$ cat config.mk
export PLATFORM = sky130hd
export DESIGN_NAME = module_mux_41
export DESIGN_NICKNAME = d
export VERILOG_FILES = /design/src/rtl/mux_pkg.sv /design/src/rtl/mux_sel_comb.sv /design/src/rtl/module_mux_41.sv
export SDC_FILE = /design/constraint.sdc
export NUM_CORES = 1
export LEC_CHECK = 0
export CORE_AREA = 2 2 39 41
export CTS_BUF_LIST = sky130_fd_sc_hd__clkbuf_2 sky130_fd_sc_hd__clkbuf_4 sky130_fd_sc_hd__clkbuf_8
export CTS_CLUSTER_SIZE = 14
export DETAILED_ROUTE_END_ITERATION = 8
export DIE_AREA = 0 0 41 43
export PLACE_DENSITY = 0.75
export SLEW_MARGIN = 15
export SYNTH_ARGS = -nofsm -noshare
export SYNTH_HDL_FRONTEND = slang
export SYNTH_SLANG_ARGS = --single-unit
$ cat constraint.sdc
create_clock -name clk -period 3.1 [get_ports clk]
set_input_delay 0.775 -clock clk [delete_from_list [all_inputs] [get_ports clk]]
set_output_delay 0.775 -clock clk [all_outputs]
set_load 0.05 [all_outputs]
$ cat src/rtl/mux_pkg.sv
// Shared defaults for the 4:1 selector slice.
// Holds the group width, group count and derived select width used by the mux blocks.
package mux_pkg;

   localparam int DEFAULT_DATA_W = 4;
   localparam int DEFAULT_NUM_IN = 4;

   // A single-group mux still needs a 1-bit select port.
   function automatic int sel_width(input int num_in);
      return (num_in > 1) ? $clog2(num_in) : 1;
   endfunction

   localparam int DEFAULT_SEL_W = sel_width(DEFAULT_NUM_IN);

endpackage

$ cat src/rtl/mux_sel_comb.sv
// Purely combinational group selector.
// A select index past the last group drives zeros.
module mux_sel_comb
   import mux_pkg::*;
#(
   parameter int DATA_W = DEFAULT_DATA_W,
   parameter int NUM_IN = DEFAULT_NUM_IN,
   parameter int SEL_W  = sel_width(NUM_IN)
) (
   input  logic [SEL_W-1:0]         sel,
   input  logic [NUM_IN*DATA_W-1:0] in_data,
   output logic [DATA_W-1:0]        out_data
);

   logic [31:0]       sel_idx_s;
   logic [DATA_W-1:0] out_s;

   // Pick group sel, or zeros when sel names a group that does not exist.
   always_comb begin
      sel_idx_s = 32'(sel);
      out_s     = {DATA_W{1'b0}};
      if (sel_idx_s < 32'(NUM_IN)) begin
         out_s = in_data[sel_idx_s*DATA_W +: DATA_W];
      end else begin
         out_s = {DATA_W{1'b0}};
      end
   end

   assign out_data = out_s;

endmodule

$ cat src/rtl/module_mux_41.sv
// 4:1 mux with combinational output plus an enabled capture register.
// The capture register also records the select value and a valid flag.
module module_mux_41
   import mux_pkg::*;
#(
   parameter int DATA_W = DEFAULT_DATA_W,
   parameter int NUM_IN = DEFAULT_NUM_IN,
   parameter int SEL_W  = sel_width(NUM_IN)
) (
   input  logic                     clk,
   input  logic                     rst,
   input  logic [SEL_W-1:0]         sel,
   input  logic [NUM_IN*DATA_W-1:0] in_data,
   input  logic                     en,
   output logic [DATA_W-1:0]        out_data,
   output logic [DATA_W-1:0]        out_data_q,
   output logic [SEL_W-1:0]         sel_q,
   output logic                     out_valid
);

   logic [DATA_W-1:0] mux_out_s;
   logic [DATA_W-1:0] data_q_r;
   logic [SEL_W-1:0]  sel_q_r;
   logic              valid_r;

   mux_sel_comb #(
      .DATA_W (DATA_W),
      .NUM_IN (NUM_IN),
      .SEL_W  (SEL_W)
   ) u_sel (
      .sel      (sel),
      .in_data  (in_data),
      .out_data (mux_out_s)
   );

   // Capture register: reset wins over enable, otherwise hold when en is low.
   always_ff @(posedge clk) begin
      if (rst) begin
         data_q_r <= {DATA_W{1'b0}};
         sel_q_r  <= {SEL_W{1'b0}};
         valid_r  <= 1'b0;
      end else if (en) begin
         data_q_r <= mux_out_s;
         sel_q_r  <= sel;
         valid_r  <= 1'b1;
      end else begin
         data_q_r <= data_q_r;
         sel_q_r  <= sel_q_r;
         valid_r  <= valid_r;
      end
   end

   assign out_data   = mux_out_s;
   assign out_data_q = data_q_r;
   assign sel_q      = sel_q_r;
   assign out_valid  = valid_r;

endmodule

Word-level counts from Yosys, hierarchy flattened
Index checks and enable logic that the tools add are counted.

storage, ports and cells
  output and inout port bits = 11
  register bits = 7
  word-level logic and storage cells = 4
  bits of input ports = 21

operators by class
  shift operators = 1

operators by type and width
  cell                                                    count
  16-bit by 5-bit variable part select with 4-bit output  1

Longest topological paths before layout
  depth in word-level cells = 1
  gate-level depth with buffers = 3
  mapped depth without buffers = 2

Modules after synthesis
Synthesis repeated with hierarchy kept, for this count alone.

unflattened totals
  cell total of the unflattened synthesis = 26
  area total of the unflattened synthesis = 346.6 um^2

modules (own cells, without submodules)
  module         cells an instance  area an instance (um^2)  sequential area each (um^2)  instances
  module_mux_41  22                 241.5                    140.1                        1
  mux_sel_comb   4                  105.1                    0.0                          1

Worst setup path before layout
Ideal clock, no wire load.

  kind = input port to output port
  from = in sel[0]
  to = out out_data[0]
  setup slack = 0.397 ns
  arrival = 1.928 ns
  cell stages on the path = 3
  path buffers = 1
  data required time = 2.325 ns
  cells stage by stage = buf_2 -> mux2i_1 -> mux2i_1

between the ends
  cells in the longest elaborated chain, start to end = 1

ends and longest elaborated chain
  what                                                    RTL line             source
  from (decl)                                             module_mux_41.sv:12  input logic [SEL_W-1:0] sel,
  16-bit by 5-bit variable part select with 4-bit output  mux_sel_comb.sv:23   out_s = in_data[sel_idx_s*DATA_W +: DATA_W];
  to (decl)                                               module_mux_41.sv:15  output logic [DATA_W-1:0] out_data,

Every way passes these cells.

Worst setup path after layout
  from = in sel[0]
  to = out out_data[3]

The elaborated chain is that of the path after synthesis.

==> summary.md <==
| Metric | Value |
|---|---|
| Status | finished, final reports clean |
| Max VDD drop | 0.000260 V |
| # setup viols final | 0 |
| Global-route wire length before repair | 1.79 mm |
| RR Endpoint | out_data_q[0]$_SDFFE_PP0P_ |
| CTS Hold Bufs | 0 |
| Drt pass-1 iters | 4 |
| Root Driver | clkbuf_4 |
| Reg2reg start | out_data_q[0]$_SDFFE_PP0P_ |
| Commonest non-fill, non-tap cell in the layout | clkdlybuf4s50_1 |
| Hold Path Depth | 2 |
| TritonCTS Buffers | 3 |
| Hold Path Origin | out_valid$_SDFFE_PP0P_ |
| Multi-input logic area | 244 um^2 |
| P_leak | 0.333 nW |
| Total grt overflow | 0 |
| FF-to-FF path depth | 2 |
| Power, Total | 0.327 mW |
| Setup crit end kind | output pin |
| Avg Cell Area, Syn | 10.7 um^2 |
| Total GRT Usage | 16.0% |
| Routed len/inst | 12.6 um |
| Antenna Violating Nets Remaining | 0 |
| Final nets | 93 |
| Fillers | 128 |
| Finished Cell Area | 792 um^2 |
| Initial Util | 29.5% |
| Clk_lat worst skew | 0.25 ns |
| Yosys cell types | 10 |
| WL final | 1.09 mm |
| Initial antenna violation count | 0 |
| Syn-to-layout area delta | 94.2% |
| Chip width | 41 um |
| WP data arrival | 2.17 ns |
| IO Port Bufs | 31 |
| Fin Setup TNS | 0 ns |
| CP required | 2.32 ns |
| Deepest clock path buffer count | 2 |
| Setup CP Type | input pin to output pin |
| CTS tree | done |
| Via-per-instance ratio | 4.85 |
| Synth Register Bits | 7 |
| Via count | 422 |
| Clock Sinks | 7 |
| Number of global-route vias before repair | 412 |
| 1st-iter DRT viols | 1 |
| P per Cell Area | 413 nW/um^2 |
| Largest net degree at the start of global routing | 10 |
| Reg2reg setup slack | 2.15 ns |
| Synth Warn # | 0 |
| Final hold vios | 0 |
| Dpl cell area | 762 um^2 |
| Post-route DRC | 0 |
| Final period util | 95.1% |
| Slew Limit Fails | 0 |
| Startpoint Class | input pin |
| Die ar. | 1760 um^2 |
| Post-Route Skew | 0 ns |
| Ratio of cells with drive above 1 in the final layout | 19.7% |
| Syn Inst Count | 38 |
| Sequential Area | 140 um^2 |
| Post-DP HPWL | 867 um |
| Tmin final | 2.95 ns |
| Hold path endpoint | out_valid$_SDFFE_PP0P_ |
| Boundary Pins | 32 |
| Die Y | 43 um |
| Core Area | 1380 um^2 |
| ANT cells | 0 |
| Worst-Margin Slew | 0.498 ns |
| Clock slew at reported path FFs | 0.05 ns |
| Post-CTS Resized | 0 |
| CP max FO | 9 |
| Row count | 14 |
| Final GP Congestion | 0.690 |
| Netlist Area Pre-Place | 408 um^2 |
| Part of the Yosys area used for sequential elements | 34.4% |
| Most frequent cells in the layout | clkdlybuf4s50_1 (27), mux2i_1 (14), dfxtp_1 (7) |
| Post-CTS setup buffers | 0 |
| H-tree depth | 1 |
| Min-Delay Path Class | flip-flop to flip-flop |
| RSZ-0062 raised after global routing | false |
| Max-cap violations | 0 |
| Max Fclk | 0.339 GHz |
| Post-synth net total | 59 |
| Slew headroom | 66.7% |
-- worst max-delay path, stage by stage --
cell,delay (ns)
clkdlybuf4s50_1,0.76
mux2i_1,0.30
mux2i_1,0.15
buf_12,0.18
-- cell families (layout without fill, tap and decap cells) --
kind of cell	count (synthesis)	in the layout	synth area share, %
AOI/OAI and AO/OA	4	4	8.59
buffers and inverters	3	36	5.83
and+or+nand+nor	10	10	16.9
muxes	14	14	34.4
DFF	7	7	34.4
-- metal layers --
metal  share of wire [%]  GRT usage (%)
met5                   0              0
met2                  44           20.6
met3                  11           5.76
met1                  41           18.8
met4                 3.7           16.0
-- Yosys cell counts --
| cell type | n | share of area (%) |
|---|---|---|
| buf_2 | 1 | 1.2 |
| buf_4 | 1 | 1.8 |
| buf_6 | 1 | 2.8 |
| dfxtp_1 | 7 | 34 |
| mux2i_1 | 14 | 34 |
| nand3b_1 | 1 | 1.8 |
| nor2_1 | 4 | 3.7 |
| o221ai_1 | 4 | 8.6 |
| or3b_2 | 4 | 8.6 |
| or3b_4 | 1 | 2.8 |
-- power by group --
part / switching (mW) / leakage, nW / internal [mW] / total (mW)
Clock: 0.0334 / 0.0184 / 0.0578 / 0.0912
Combinational: 0.0690 / 0.257 / 0.0671 / 0.136
Sequential: 0.00277 / 0.0579 / 0.0968 / 0.0996
Total: 0.105 / 0.333 / 0.222 / 0.327
-- flip-flops by register name, summed over array words and instances (netlist names) --
| signal | flops |
|---|---|
| out_data_q | 4 |
| out_valid | 1 |
| sel_q | 2 |
-- metrics by stage --
stage                     util, %  hold slack, ns  std cells  setup slack (ns)
final                        57.2           0.465         87             0.150
after global routing         57.2           0.519         87            0.0123
after CTS                    57.2           0.475         87             0.127
after detailed placement     55.1           0.464         83             0.130
after global placement       55.1           0.449         83             0.158
after floorplan                 -           0.684         38             0.397
-- area by class of cell --
class                           count  area share, %
Tap cell                           16           2.53
Sequential cell                     7           17.7
Clock buffer                        4           3.79
Multi-Input combinational cell     28           30.8
Timing Repair Buffer               32           45.2
-- worst max-delay path by stage --
stage                      start     endpoint  slack [ns]
final                     sel[0]  out_data[3]        0.15
after global routing      sel[0]  out_data[1]        0.01
after CTS                 sel[0]  out_data[1]        0.13
after detailed placement  sel[0]  out_data[1]        0.13
after global placement    sel[0]  out_data[2]        0.16
after floorplan           sel[0]  out_data[0]        0.40
Note: power is estimated with default switching activity, not from simulation.
